File: src/rtl/branch_predict_ctrl_pkg.sv
// branch_predict_ctrl_pkg: shared types and helpers for the branch predictor slice.
//   Package bp_pkg: branch-type bit positions, controller state enum,
//   2-bit counter encodings, one-hot check and saturating step helper.
package bp_pkg;
    localparam int BT_BGEZ = 0;
    localparam int BT_BLTZ = 1;
    localparam int BT_BEQ  = 2;
    localparam int BT_BNE  = 3;
    localparam int BT_BLEZ = 4;
    localparam int BT_BGTZ = 5;
    localparam int BT_W    = 6;
    typedef enum logic [1:0] {ST_IDLE, ST_FLUSH, ST_REDIRECT} state_t;
    localparam logic [1:0] SNT = 2'b00;
    localparam logic [1:0] WNT = 2'b01;
    localparam logic [1:0] WT  = 2'b10;
    localparam logic [1:0] ST  = 2'b11;
    function automatic logic is_onehot(input logic [BT_W-1:0] v);
        return (v != '0) && ((v & (v - 1'b1)) == '0);
    endfunction
    function automatic logic [1:0] sat_step(input logic [1:0] c, input logic up);
        return up ? ((c == ST) ? ST : c + 2'd1) : ((c == SNT) ? SNT : c - 2'd1);
    endfunction
endpackage

File: src/rtl/branch_predict_ctrl_if.sv
// branch_predict_ctrl_if: bus between decode/resolution side (master) and the predictor (slave).
//   Lookup: pred_req, pred_pc, pred_type -> pred_out, pred_valid
//   Resolve: res_valid, res_pc, res_taken, wrong_taken, wrong_not_taken
//   Recovery: flush, redirect, redirect_sel, busy
//   Optional (BP_STATS_EN): stat_resolved, stat_mispred
interface branch_predict_ctrl_if;
    logic        pred_req;
    logic [31:0] pred_pc;
    logic [5:0]  pred_type;
    logic [5:0]  pred_out;
    logic        pred_valid;
    logic        res_valid;
    logic [31:0] res_pc;
    logic [5:0]  res_taken;
    logic [5:0]  wrong_taken;
    logic [5:0]  wrong_not_taken;
    logic        flush;
    logic        redirect;
    logic        redirect_sel;
    logic        busy;
`ifdef BP_STATS_EN
    logic [31:0] stat_resolved;
    logic [31:0] stat_mispred;
`endif
    modport master (
`ifdef BP_STATS_EN
        input  stat_resolved, stat_mispred,
`endif
        output pred_req, pred_pc, pred_type, res_valid, res_pc, res_taken,
               wrong_taken, wrong_not_taken,
        input  pred_out, pred_valid, flush, redirect, redirect_sel, busy
    );
    modport slave (
`ifdef BP_STATS_EN
        output stat_resolved, stat_mispred,
`endif
        input  pred_req, pred_pc, pred_type, res_valid, res_pc, res_taken,
               wrong_taken, wrong_not_taken,
        output pred_out, pred_valid, flush, redirect, redirect_sel, busy
    );
endinterface

File: src/rtl/branch_predict_ctrl_sat_bht.sv
// bp_sat_bht: 2**IDX_W x 2-bit saturating-counter branch history table.
//   clk, rst_n        : clock, async active-low reset (all entries -> CNT_INIT)
//   rd_en, rd_idx     : registered read port -> rd_cnt next cycle
//   wr_en, wr_idx, up : saturating increment (up=1) or decrement of one entry
// A read and write to the same entry in one cycle returns the pre-update value.
module bp_sat_bht
    import bp_pkg::*;
#(
    parameter int         IDX_W    = 4,
    parameter logic [1:0] CNT_INIT = WNT
) (
    input  logic             clk,
    input  logic             rst_n,
    input  logic             rd_en,
    input  logic [IDX_W-1:0] rd_idx,
    output logic [1:0]       rd_cnt,
    input  logic             wr_en,
    input  logic [IDX_W-1:0] wr_idx,
    input  logic             up
);
    logic [1:0] mem [2**IDX_W];

    always_ff @(posedge clk or negedge rst_n) begin
        if (!rst_n) begin
            for (int i = 0; i < 2**IDX_W; i++) mem[i] <= CNT_INIT;
            rd_cnt <= SNT;
        end else begin
            if (rd_en) rd_cnt <= mem[rd_idx];
            if (wr_en) mem[wr_idx] <= sat_step(mem[wr_idx], up);
        end
    end
endmodule

File: src/rtl/branch_predict_ctrl.sv
// branch_predict_ctrl: BHT-based branch predictor with mispredict recovery sequencer.
//   clk, rst_n : clock, async active-low reset
//   bus        : branch_predict_ctrl_if.slave (lookup, resolve, recovery outputs)
// Optional feature macro: BP_STATS_EN adds stat_resolved / stat_mispred counters.
module branch_predict_ctrl
    import bp_pkg::*;
#(
    parameter int         IDX_W     = 4,
    parameter int         FLUSH_CYC = 2,
    parameter logic [1:0] CNT_INIT  = WNT
) (
    input logic                  clk,
    input logic                  rst_n,
    branch_predict_ctrl_if.slave bus
);
    localparam logic [3:0] CNT_LOAD = 4'(FLUSH_CYC - 1);

    state_t     state, next_state;
    logic [3:0] cnt;
    logic       sel;
    logic       mispredict, lookup;
    logic [1:0] rd_cnt;
    logic [5:0] type_q;
    logic       valid_q;
    logic       flush_d, redirect_d, sel_d, busy_d;
    logic       flush_q, redirect_q, sel_q, busy_q;
    logic       unused;

    assign unused     = ^{bus.pred_pc[31:IDX_W+2], bus.pred_pc[1:0],
                          bus.res_pc[31:IDX_W+2], bus.res_pc[1:0]};
    assign mispredict = bus.res_valid & (|bus.wrong_taken | |bus.wrong_not_taken);
    assign lookup     = bus.pred_req & (state == ST_IDLE);

    bp_sat_bht #(.IDX_W(IDX_W), .CNT_INIT(CNT_INIT)) u_bht (
        .clk    (clk),
        .rst_n  (rst_n),
        .rd_en  (lookup),
        .rd_idx (bus.pred_pc[IDX_W+1:2]),
        .rd_cnt (rd_cnt),
        .wr_en  (bus.res_valid),
        .wr_idx (bus.res_pc[IDX_W+1:2]),
        .up     (|bus.res_taken)
    );

    // type_q holds the accepted one-hot type (0 otherwise), so masking the
    // registered counter MSB with it yields pred_out without extra logic.
    always_ff @(posedge clk or negedge rst_n) begin
        if (!rst_n) begin
            valid_q <= 1'b0;
            type_q  <= '0;
        end else begin
            valid_q <= lookup;
            type_q  <= (lookup && is_onehot(bus.pred_type)) ? bus.pred_type : '0;
        end
    end

    assign bus.pred_out   = type_q & {6{rd_cnt[1]}};
    assign bus.pred_valid = valid_q;

    always_ff @(posedge clk or negedge rst_n) begin
        if (!rst_n) begin
            state <= ST_IDLE;
            cnt   <= '0;
            sel   <= 1'b0;
        end else begin
            state <= next_state;
            if (state == ST_IDLE && mispredict) begin
                cnt <= CNT_LOAD;
                sel <= |bus.wrong_not_taken;
            end else if (state == ST_FLUSH && cnt != '0) begin
                cnt <= cnt - 4'd1;
            end
        end
    end

    always_comb begin
        next_state = (state == ST_IDLE)  ? (mispredict ? ST_FLUSH : ST_IDLE) :
                     (state == ST_FLUSH) ? ((cnt == '0) ? ST_REDIRECT : ST_FLUSH) :
                     ST_IDLE;
    end

    // Outputs are decoded from next_state and registered, so they line up
    // with the state they describe.
    always_comb begin
        flush_d    = next_state == ST_FLUSH;
        redirect_d = next_state == ST_REDIRECT;
        busy_d     = next_state != ST_IDLE;
        sel_d      = redirect_d & sel;
    end

    always_ff @(posedge clk or negedge rst_n) begin
        if (!rst_n) begin
            flush_q    <= 1'b0;
            redirect_q <= 1'b0;
            sel_q      <= 1'b0;
            busy_q     <= 1'b0;
        end else begin
            flush_q    <= flush_d;
            redirect_q <= redirect_d;
            sel_q      <= sel_d;
            busy_q     <= busy_d;
        end
    end

    assign bus.flush        = flush_q;
    assign bus.redirect     = redirect_q;
    assign bus.redirect_sel = sel_q;
    assign bus.busy         = busy_q;

`ifdef BP_STATS_EN
    logic [31:0] n_resolved, n_mispred;

    always_ff @(posedge clk or negedge rst_n) begin
        if (!rst_n) begin
            n_resolved <= '0;
            n_mispred  <= '0;
        end else begin
            if (bus.res_valid) n_resolved <= n_resolved + 32'd1;
            if (state == ST_IDLE && mispredict) n_mispred <= n_mispred + 32'd1;
        end
    end

    assign bus.stat_resolved = n_resolved;
    assign bus.stat_mispred  = n_mispred;
`endif
endmodule

File: src/flat_wrapper.sv
// flat-port wrapper written by rule: the top's interface ports become plain ports
module branch_predict_ctrl_flat import bp_pkg::*;
#(
    parameter int         IDX_W     = 4,
    parameter int         FLUSH_CYC = 2,
    parameter logic [1:0] CNT_INIT  = WNT
)
  (clk, rst_n, bus_pred_req, bus_pred_pc, bus_pred_type, bus_res_valid, bus_res_pc, bus_res_taken, bus_wrong_taken, bus_wrong_not_taken, bus_pred_out, bus_pred_valid, bus_flush, bus_redirect, bus_redirect_sel, bus_busy);
  branch_predict_ctrl_if bus_i ();
  input logic clk;
  input logic rst_n;
  input wire logic [$bits(bus_i.pred_req)-1:0] bus_pred_req;
  input wire logic [$bits(bus_i.pred_pc)-1:0] bus_pred_pc;
  input wire logic [$bits(bus_i.pred_type)-1:0] bus_pred_type;
  input wire logic [$bits(bus_i.res_valid)-1:0] bus_res_valid;
  input wire logic [$bits(bus_i.res_pc)-1:0] bus_res_pc;
  input wire logic [$bits(bus_i.res_taken)-1:0] bus_res_taken;
  input wire logic [$bits(bus_i.wrong_taken)-1:0] bus_wrong_taken;
  input wire logic [$bits(bus_i.wrong_not_taken)-1:0] bus_wrong_not_taken;
  output wire logic [$bits(bus_i.pred_out)-1:0] bus_pred_out;
  output wire logic [$bits(bus_i.pred_valid)-1:0] bus_pred_valid;
  output wire logic [$bits(bus_i.flush)-1:0] bus_flush;
  output wire logic [$bits(bus_i.redirect)-1:0] bus_redirect;
  output wire logic [$bits(bus_i.redirect_sel)-1:0] bus_redirect_sel;
  output wire logic [$bits(bus_i.busy)-1:0] bus_busy;
  assign bus_i.pred_req = bus_pred_req;
  assign bus_i.pred_pc = bus_pred_pc;
  assign bus_i.pred_type = bus_pred_type;
  assign bus_i.res_valid = bus_res_valid;
  assign bus_i.res_pc = bus_res_pc;
  assign bus_i.res_taken = bus_res_taken;
  assign bus_i.wrong_taken = bus_wrong_taken;
  assign bus_i.wrong_not_taken = bus_wrong_not_taken;
  assign bus_pred_out = bus_i.pred_out;
  assign bus_pred_valid = bus_i.pred_valid;
  assign bus_flush = bus_i.flush;
  assign bus_redirect = bus_i.redirect;
  assign bus_redirect_sel = bus_i.redirect_sel;
  assign bus_busy = bus_i.busy;
  branch_predict_ctrl #(.IDX_W(IDX_W), .FLUSH_CYC(FLUSH_CYC), .CNT_INIT(CNT_INIT)) u_core (.clk(clk), .rst_n(rst_n), .bus(bus_i));
endmodule
File: config.mk
export PLATFORM = sky130hd
export DESIGN_NAME = branch_predict_ctrl_flat
export DESIGN_NICKNAME = d
export VERILOG_FILES = /design/src/rtl/branch_predict_ctrl_pkg.sv /design/src/rtl/branch_predict_ctrl_if.sv /design/src/rtl/branch_predict_ctrl_sat_bht.sv /design/src/rtl/branch_predict_ctrl.sv /design/src/flat_wrapper.sv
export SDC_FILE = /design/constraint.sdc
export NUM_CORES = 1
export LEC_CHECK = 0
export CORE_MARGIN = 1.5
export CORE_UTILIZATION = 40
export CTS_CLUSTER_DIAMETER = 80
export CTS_CLUSTER_SIZE = 12
export DETAILED_ROUTE_END_ITERATION = 7
export PLACE_DENSITY_LB_ADDON = 0.08
export SLEW_MARGIN = 20
export SYNTH_ARGS = -nofsm -noshare
export SYNTH_HDL_FRONTEND = slang
export SYNTH_HIERARCHICAL = 1
export SYNTH_SLANG_ARGS = --single-unit
File: constraint.sdc
create_clock -name clk -period 2.2 [get_ports clk]
set_clock_uncertainty 0.2 [all_clocks]
set_input_delay 0.44 -clock clk [delete_from_list [all_inputs] [get_ports clk]]
set_output_delay 0.44 -clock clk [all_outputs]
set_load 0.1 [all_outputs]
==> impl_metrics.py, run 1 <==
metrics = {
    "status": {
        "status": "complete, no violations",
    },
    "timing": {
        "drv_slew": 0,
        "min_period_over_period": 0.979,
        "fin_tns_setup_ns": 0,
        "fin_crit_ns": 2.15,
        "finalSetupViolations": 0,
        "rsz0062_at_grt": "false",
        "fmax_ghz": 0.464,
        "whs_ns": 0.269,
        "finalHoldViolations": 0,
        "worstMarginPinSlew_ns": 0.541,
        "slew_headroom": 0.638,
    },
    "synth": {
        "ys.warnings.count": 6,
        "syn_area_mm2": 0.00265,
        "syn-num-nets": 350,
        "syn_inst": 257,
        "avgSynthCellArea_um2": 10.3,
    },
    "cts": {
        "clk_latency_ns": 0.30,
        "cts_htree_levels": 2,
        "cts_tree": "yes",
        "clk_path_buf_depth": 2,
        "path_clk_slew_ns": 0.10,
        "cts_buffers": 5,
        "cts_sinks": 51,
        "root_buffer": "clkbuf_8",
    },
    "setup_path": {
        "cpMostUsedCell": "mux4_2",
        "cp.arrival_ns": 2.14,
        "start_kind": "primary input",
        "endpoint_kind": "flop",
        "crit_chain": "clkdlybuf4s50_1 > mux4_2 > mux4_2 > mux2_2",
        "path_delay_family": "multiplexers",
        "slowest_stage": "clkdlybuf4s50_1",
        "path_max_fanout": 4,
        "critPathKind": "primary input to flop",
        "cp_slowest_stage_delay_ns": 0.58,
        "crit_buf_inv": 1,
        "cp.required_ns": 2.18,
    },
    "global_routing": {
        "gr-total-overflow": 0,
        "groute.usage.overall": 0.176,
        "grt_pass1_vias": 2165,
        "grt_pass1_wl_mm": 10.1,
        "antenna_found_initial": 0,
        "grt_max_degree": 33,
    },
    "power_and_ir_drop": {
        "total_power_mw": 3.37,
        "leakage_nw": 1.48,
        "irDropWorstVdd_v": 0.000803,
        "p_per_area_mw_per_mm2": 945,
    },
    "floorplan": {
        "core_mm2": 0.00639,
        "die_w_um": 84.5,
        "dieHeight_um": 84.5,
        "core.rowCount": 29,
        "ioPinCount": 103,
        "dieArea_mm2": 0.00713,
        "start_util": 0.416,
    },
    "final_layout": {
        "seq_area_mm2": 0.00130,
        "nNetsFinal": 419,
        "antenna_cells": 0,
        "drive_above_1_share": 0.278,
        "final_util": 0.558,
        "multi_input_area_mm2": 0.00133,
        "areaGrowthSynthToFinish_pct": 34.3,
        "fillerInstances": 591,
    },
    "route": {
        "first_pass_iters": 4,
        "route.detailed.drc": 0,
        "via_per_inst": 5.25,
        "final_antenna_net_count": 0,
        "num_vias": 2119,
        "drt_wl_total_mm": 5.80,
        "wl_per_cell_um": 14.4,
        "drt_iter0_drc": 50,
    },
    "place": {
        "dpl.hpwl_mm": 4.52,
        "globalplace.congestion": 0.803,
        "port_buffers": 46,
    },
    "min_path": {
        "min_path_type": "flop to flop",
    },
    "job": {
        "timing.max_cap.violations": 0,
    },
}
-- final timing paths --
path	start	to	slack, ns	depth (start not counted)
min reg2reg	u_core/u_bht/mem[20]	u_core/u_bht/mem[20]	0.27	2
max	bus_pred_pc[3]	u_core/u_bht/rd_cnt[1]	0.05	4
min	u_core/u_bht/mem[20]	u_core/u_bht/mem[20]	0.27	2
min in group asynchronous	rst_n	u_core/u_bht/mem[7]	0.43	2
max in group asynchronous	rst_n	u_core/u_bht/mem[24]	0.77	3
max reg2reg	u_core/u_bht/mem[24]	u_core/u_bht/mem[0]	0.09	6
-- final cells by class --
type,count,share of cell area
multi-input combinational,189,0.373
sequential,51,0.364
timing repair buffer,72,0.204
tap,77,0.0270
clock buffer,5,0.0193
inverter,7,0.00737
clock inverter,3,0.00527
-- placed cells by master (no fill, tap or decap), types with 6 or more instances in the layout --
master and instances:
nand2_1 39, dfrtp_1 35, clkdlybuf4s50_1 30, buf_4 25, nor2_1 22, dfstp_2 16, o21ai_0 12, a21oi_1 12
mux4_2 11, buf_12 8, o21ai_1 8, inv_1 7, nor3_1 7, and2_1 7, mux2i_1 6
-- per-layer routing --
layer	wire [um]	vias up	part of all wire	global-route usage
li1	-	1057	-	-
met1	2800	1009	0.48	0.255
met2	2680	49	0.46	0.284
met3	278	4	0.048	0.0354
met4	35	0	0.0060	0.0264
met5	0	-	0	0
-- sequential cells by signal, indices dropped and copies added, names as in the netlist --
name                     count
u_core/u_bht/mem            32
u_core/type_q                6
u_core/cnt                   4
u_core/state                 2
u_core/bus.busy              1
u_core/bus.flush             1
u_core/bus.pred_valid        1
u_core/bus.redirect          1
u_core/bus.redirect_sel      1
u_core/sel                   1
u_core/u_bht/rd_cnt          1
-- worst register-to-register path, cell delays in order, from the launching register on --
cell     delay [ns]
dfstp_2        0.38
mux4_2         0.45
mux2_4         0.29
maj3_4         0.38
nor2_4         0.14
a21oi_4        0.06
o21ai_1        0.14
-- power by group --
group	total (mW)	leakage [nW]	switching [mW]	internal (mW)
clock network	0.530	0.0483	0.306	0.225
registers	1.48	0.598	0.195	1.28
logic	1.36	0.833	0.789	0.571
total	3.37	1.48	1.29	2.08
-- metrics by stage --
step / cells / cell area (um^2) / worst slack (ns)
6_report: 404 / 3560 / 0.0469
5_1_grt: 404 / 3560 / 0.00456
4_1_cts: 402 / 3530 / 0.0506
3_5_place_dp: 392 / 3420 / -0.693
3_3_place_gp: 392 / 3420 / -0.662
2_1_floorplan: 257 / 2690 / -0.108
-- repair_timing --
item / in CTS / in global routing
endpoints found under the hold margin: 11 / 0
gates resized for setup: 11 / 4
pin swaps: 8 / 2
buffers inserted: 1 / 2
hold buffers: 1 / 0
setup endpoints to repair: 33 / 16
Power figures use the tool's default switching activity.
==> inputs of run 2 (changes only) <==
==> constraint.sdc (replaced) <==
create_clock -name clk -period 1.85 [get_ports clk]
set_clock_uncertainty 0.2 [all_clocks]
set_input_delay 0.37 -clock clk [delete_from_list [all_inputs] [get_ports clk]]
set_output_delay 0.37 -clock clk [all_outputs]
set_load 0.1 [all_outputs]
==> run 2 against run 1 <==
The flow now finishes with violations (setup timing). Clock-buffer cell count did not move. Die area did not move. Worst hold slack got worse by 0.0031 ns. Global-route usage rose by 1.5 points. Via count rose by 8.2%. Flip-flop and latch count did not move. Setup slack got worse by 0.35 ns. Core utilization rose by 6.6 points. Combinational power rose by 54%. Critical path depth rose by 1. Critical endpoint is now u_core/u_bht/mem[13]. Largest cell class unchanged.
==> impl_metrics.py, run 2 (synthesis gave the netlist of run 1 again) <==
metrics = {
    "timing": {
        "min_period_over_period": 1.16,
        "fmax_ghz": 0.465,
        "slew_headroom": 0.722,
        "finalSetupViolations": 33,
        "fin_crit_ns": 2.15,
        "worstMarginPinSlew_ns": 0.415,
        "fin_tns_setup_ns": -7.44,
        "worst_slack_ns": -0.302,
        "rsz0062_at_grt": "true",
        "finalHoldViolations": 0,
        "drv_slew": 0,
    },
    "global_routing": {
        "grt_max_degree": 52,
        "groute.usage.overall": 0.191,
        "grt_pass1_wl_mm": 10.7,
        "grt_pass1_vias": 2173,
        "antenna_found_initial": 0,
        "gr-total-overflow": 0,
    },
    "final_layout": {
        "top_regs": "u_core/u_bht/mem: 32 flops, u_core/type_q: 6 flops, u_core/cnt: 4 flops",
        "drive_above_1_share": 0.391,
        "areaGrowthSynthToFinish_pct": 50.2,
        "mostFrequentLayoutCell": "buf_4",
        "largest_register_ffs": 32,
        "final_cell_mix": "buf_4 (41), nand2_1 (37), dfrtp_1 (35), clkdlybuf4s50_1 (30), nor2_1 (21)",
        "top_register": "u_core/u_bht/mem",
        "nNetsFinal": 445,
        "antenna_cells": 0,
    },
    "setup_path": {
        "reg2reg_depth": 5,
        "start_kind": "flop",
        "critPathKind": "flop to flop",
        "cp.required_ns": 1.84,
        "cp.arrival_ns": 2.14,
        "regToRegSetupSlack_ns": -0.30,
        "endpoint_kind": "flop",
        "path_max_fanout": 4,
    },
    "floorplan": {
        "dieArea_mm2": 0.00713,
        "die_w_um": 84.5,
        "dieHeight_um": 84.5,
        "core_mm2": 0.00639,
        "start_util": 0.416,
        "ioPinCount": 103,
        "core.rowCount": 29,
    },
    "cts": {
        "cts_htree_levels": 2,
        "cts_tree": "yes",
        "clk_path_buf_depth": 2,
        "path_clk_slew_ns": 0.09,
        "root_buffer": "clkbuf_8",
        "clk_latency_ns": 0.30,
        "cts_sinks": 51,
        "cts_buffers": 5,
    },
    "route": {
        "first_pass_iters": 4,
        "drt_wl_total_mm": 6.63,
        "via_per_inst": 5.33,
        "route.detailed.drc": 0,
        "final_antenna_net_count": 0,
        "drt_iter0_drc": 138,
        "wl_per_cell_um": 15.4,
        "num_vias": 2293,
    },
    "power_and_ir_drop": {
        "leakage_nw": 1.67,
        "irDropWorstVdd_v": 0.00124,
        "p_per_area_mw_per_mm2": 1170,
    },
    "job": {
        "timing.max_cap.violations": 0,
    },
    "status": {
        "status": "finished with violations",
        "violations": "setup timing",
    },
    "place": {
        "port_buffers": 46,
        "dp_slack_ns": -1.00,
        "dpl.hpwl_mm": 4.68,
        "globalplace.congestion": 0.774,
    },
    "min_path": {
        "min_path_cells": 2,
        "min_path_type": "flop to flop",
    },
}
-- run 2: cell count changes in the layout (fill, tap and decap cells not counted), sizes merged --
cell,delta
inv,-1
buf,+26
bufinv,+1
-- run 2: critical path, cell delays in order, from the launching register on --
cell     delay (ns)
dfrtp_1        0.43
mux4_2         0.50
mux2_4         0.28
maj3_2         0.36
nor2b_4        0.19
a21oi_1        0.08
-- run 2: worst paths after layout --
path,from,end
min in group asynchronous,rst_n,u_core/type_q[3]
setup reg to reg,u_core/u_bht/mem[9],u_core/u_bht/mem[13]
setup / recovery,u_core/u_bht/mem[9],u_core/u_bht/mem[13]
max in group asynchronous,rst_n,u_core/u_bht/mem[30]
hold reg to reg,u_core/u_bht/mem[0],u_core/u_bht/mem[0]
hold / removal,u_core/u_bht/mem[0],u_core/u_bht/mem[0]
-- run 2: per-layer routing --
layer | global-route usage | wire length [um]
met5 | 0 | 0
met4 | 0.0484 | 68
met3 | 0.0334 | 247
met2 | 0.309 | 3250
met1 | 0.268 | 3070
-- run 2: where the power goes --
| group | internal (mW) | leakage [nW] | switching (mW) | total, mW |
|---|---|---|---|---|
| combinational | 1.01 | 1.01 | 1.08 | 2.09 |
| sequential | 1.53 | 0.598 | 0.274 | 1.80 |
| clock | 0.396 | 0.0556 | 0.359 | 0.755 |
| total | 2.94 | 1.67 | 1.71 | 4.65 |
-- run 2: layout make-up --
class,instances,area (um^2)
clock buffers,5,68.8
flip-flops and latches,51,1300
well taps,77,96.3
inverters,7,26.3
fillers,544,2400
repair buffers,98,1010
multi-input cells,189,1450
clock inverters,3,38.8
-- run 2: repair_timing --
action,in CTS,in global routing
buffers inserted,9,4
pin swaps,13,6
cloned,1,0
setup endpoints to repair,33,34
hold buffers,1,0
hold endpoints to repair,35,0
resized for setup,17,18
-- run 2: stage by stage --
stage          instance area, um^2  power, mW  hold WS, ns  utilization  cells
6_report                      3990       4.65        0.266        0.624    430
5_1_grt                       3990       4.91        0.284        0.624    430
4_1_cts                       3890       4.55        0.270        0.609    426
3_5_place_dp                  3610       3.63        0.184        0.566    407
3_3_place_gp                  3610       3.61        0.176        0.566    407
2_1_floorplan                 2730       2.93       -0.126            -    257
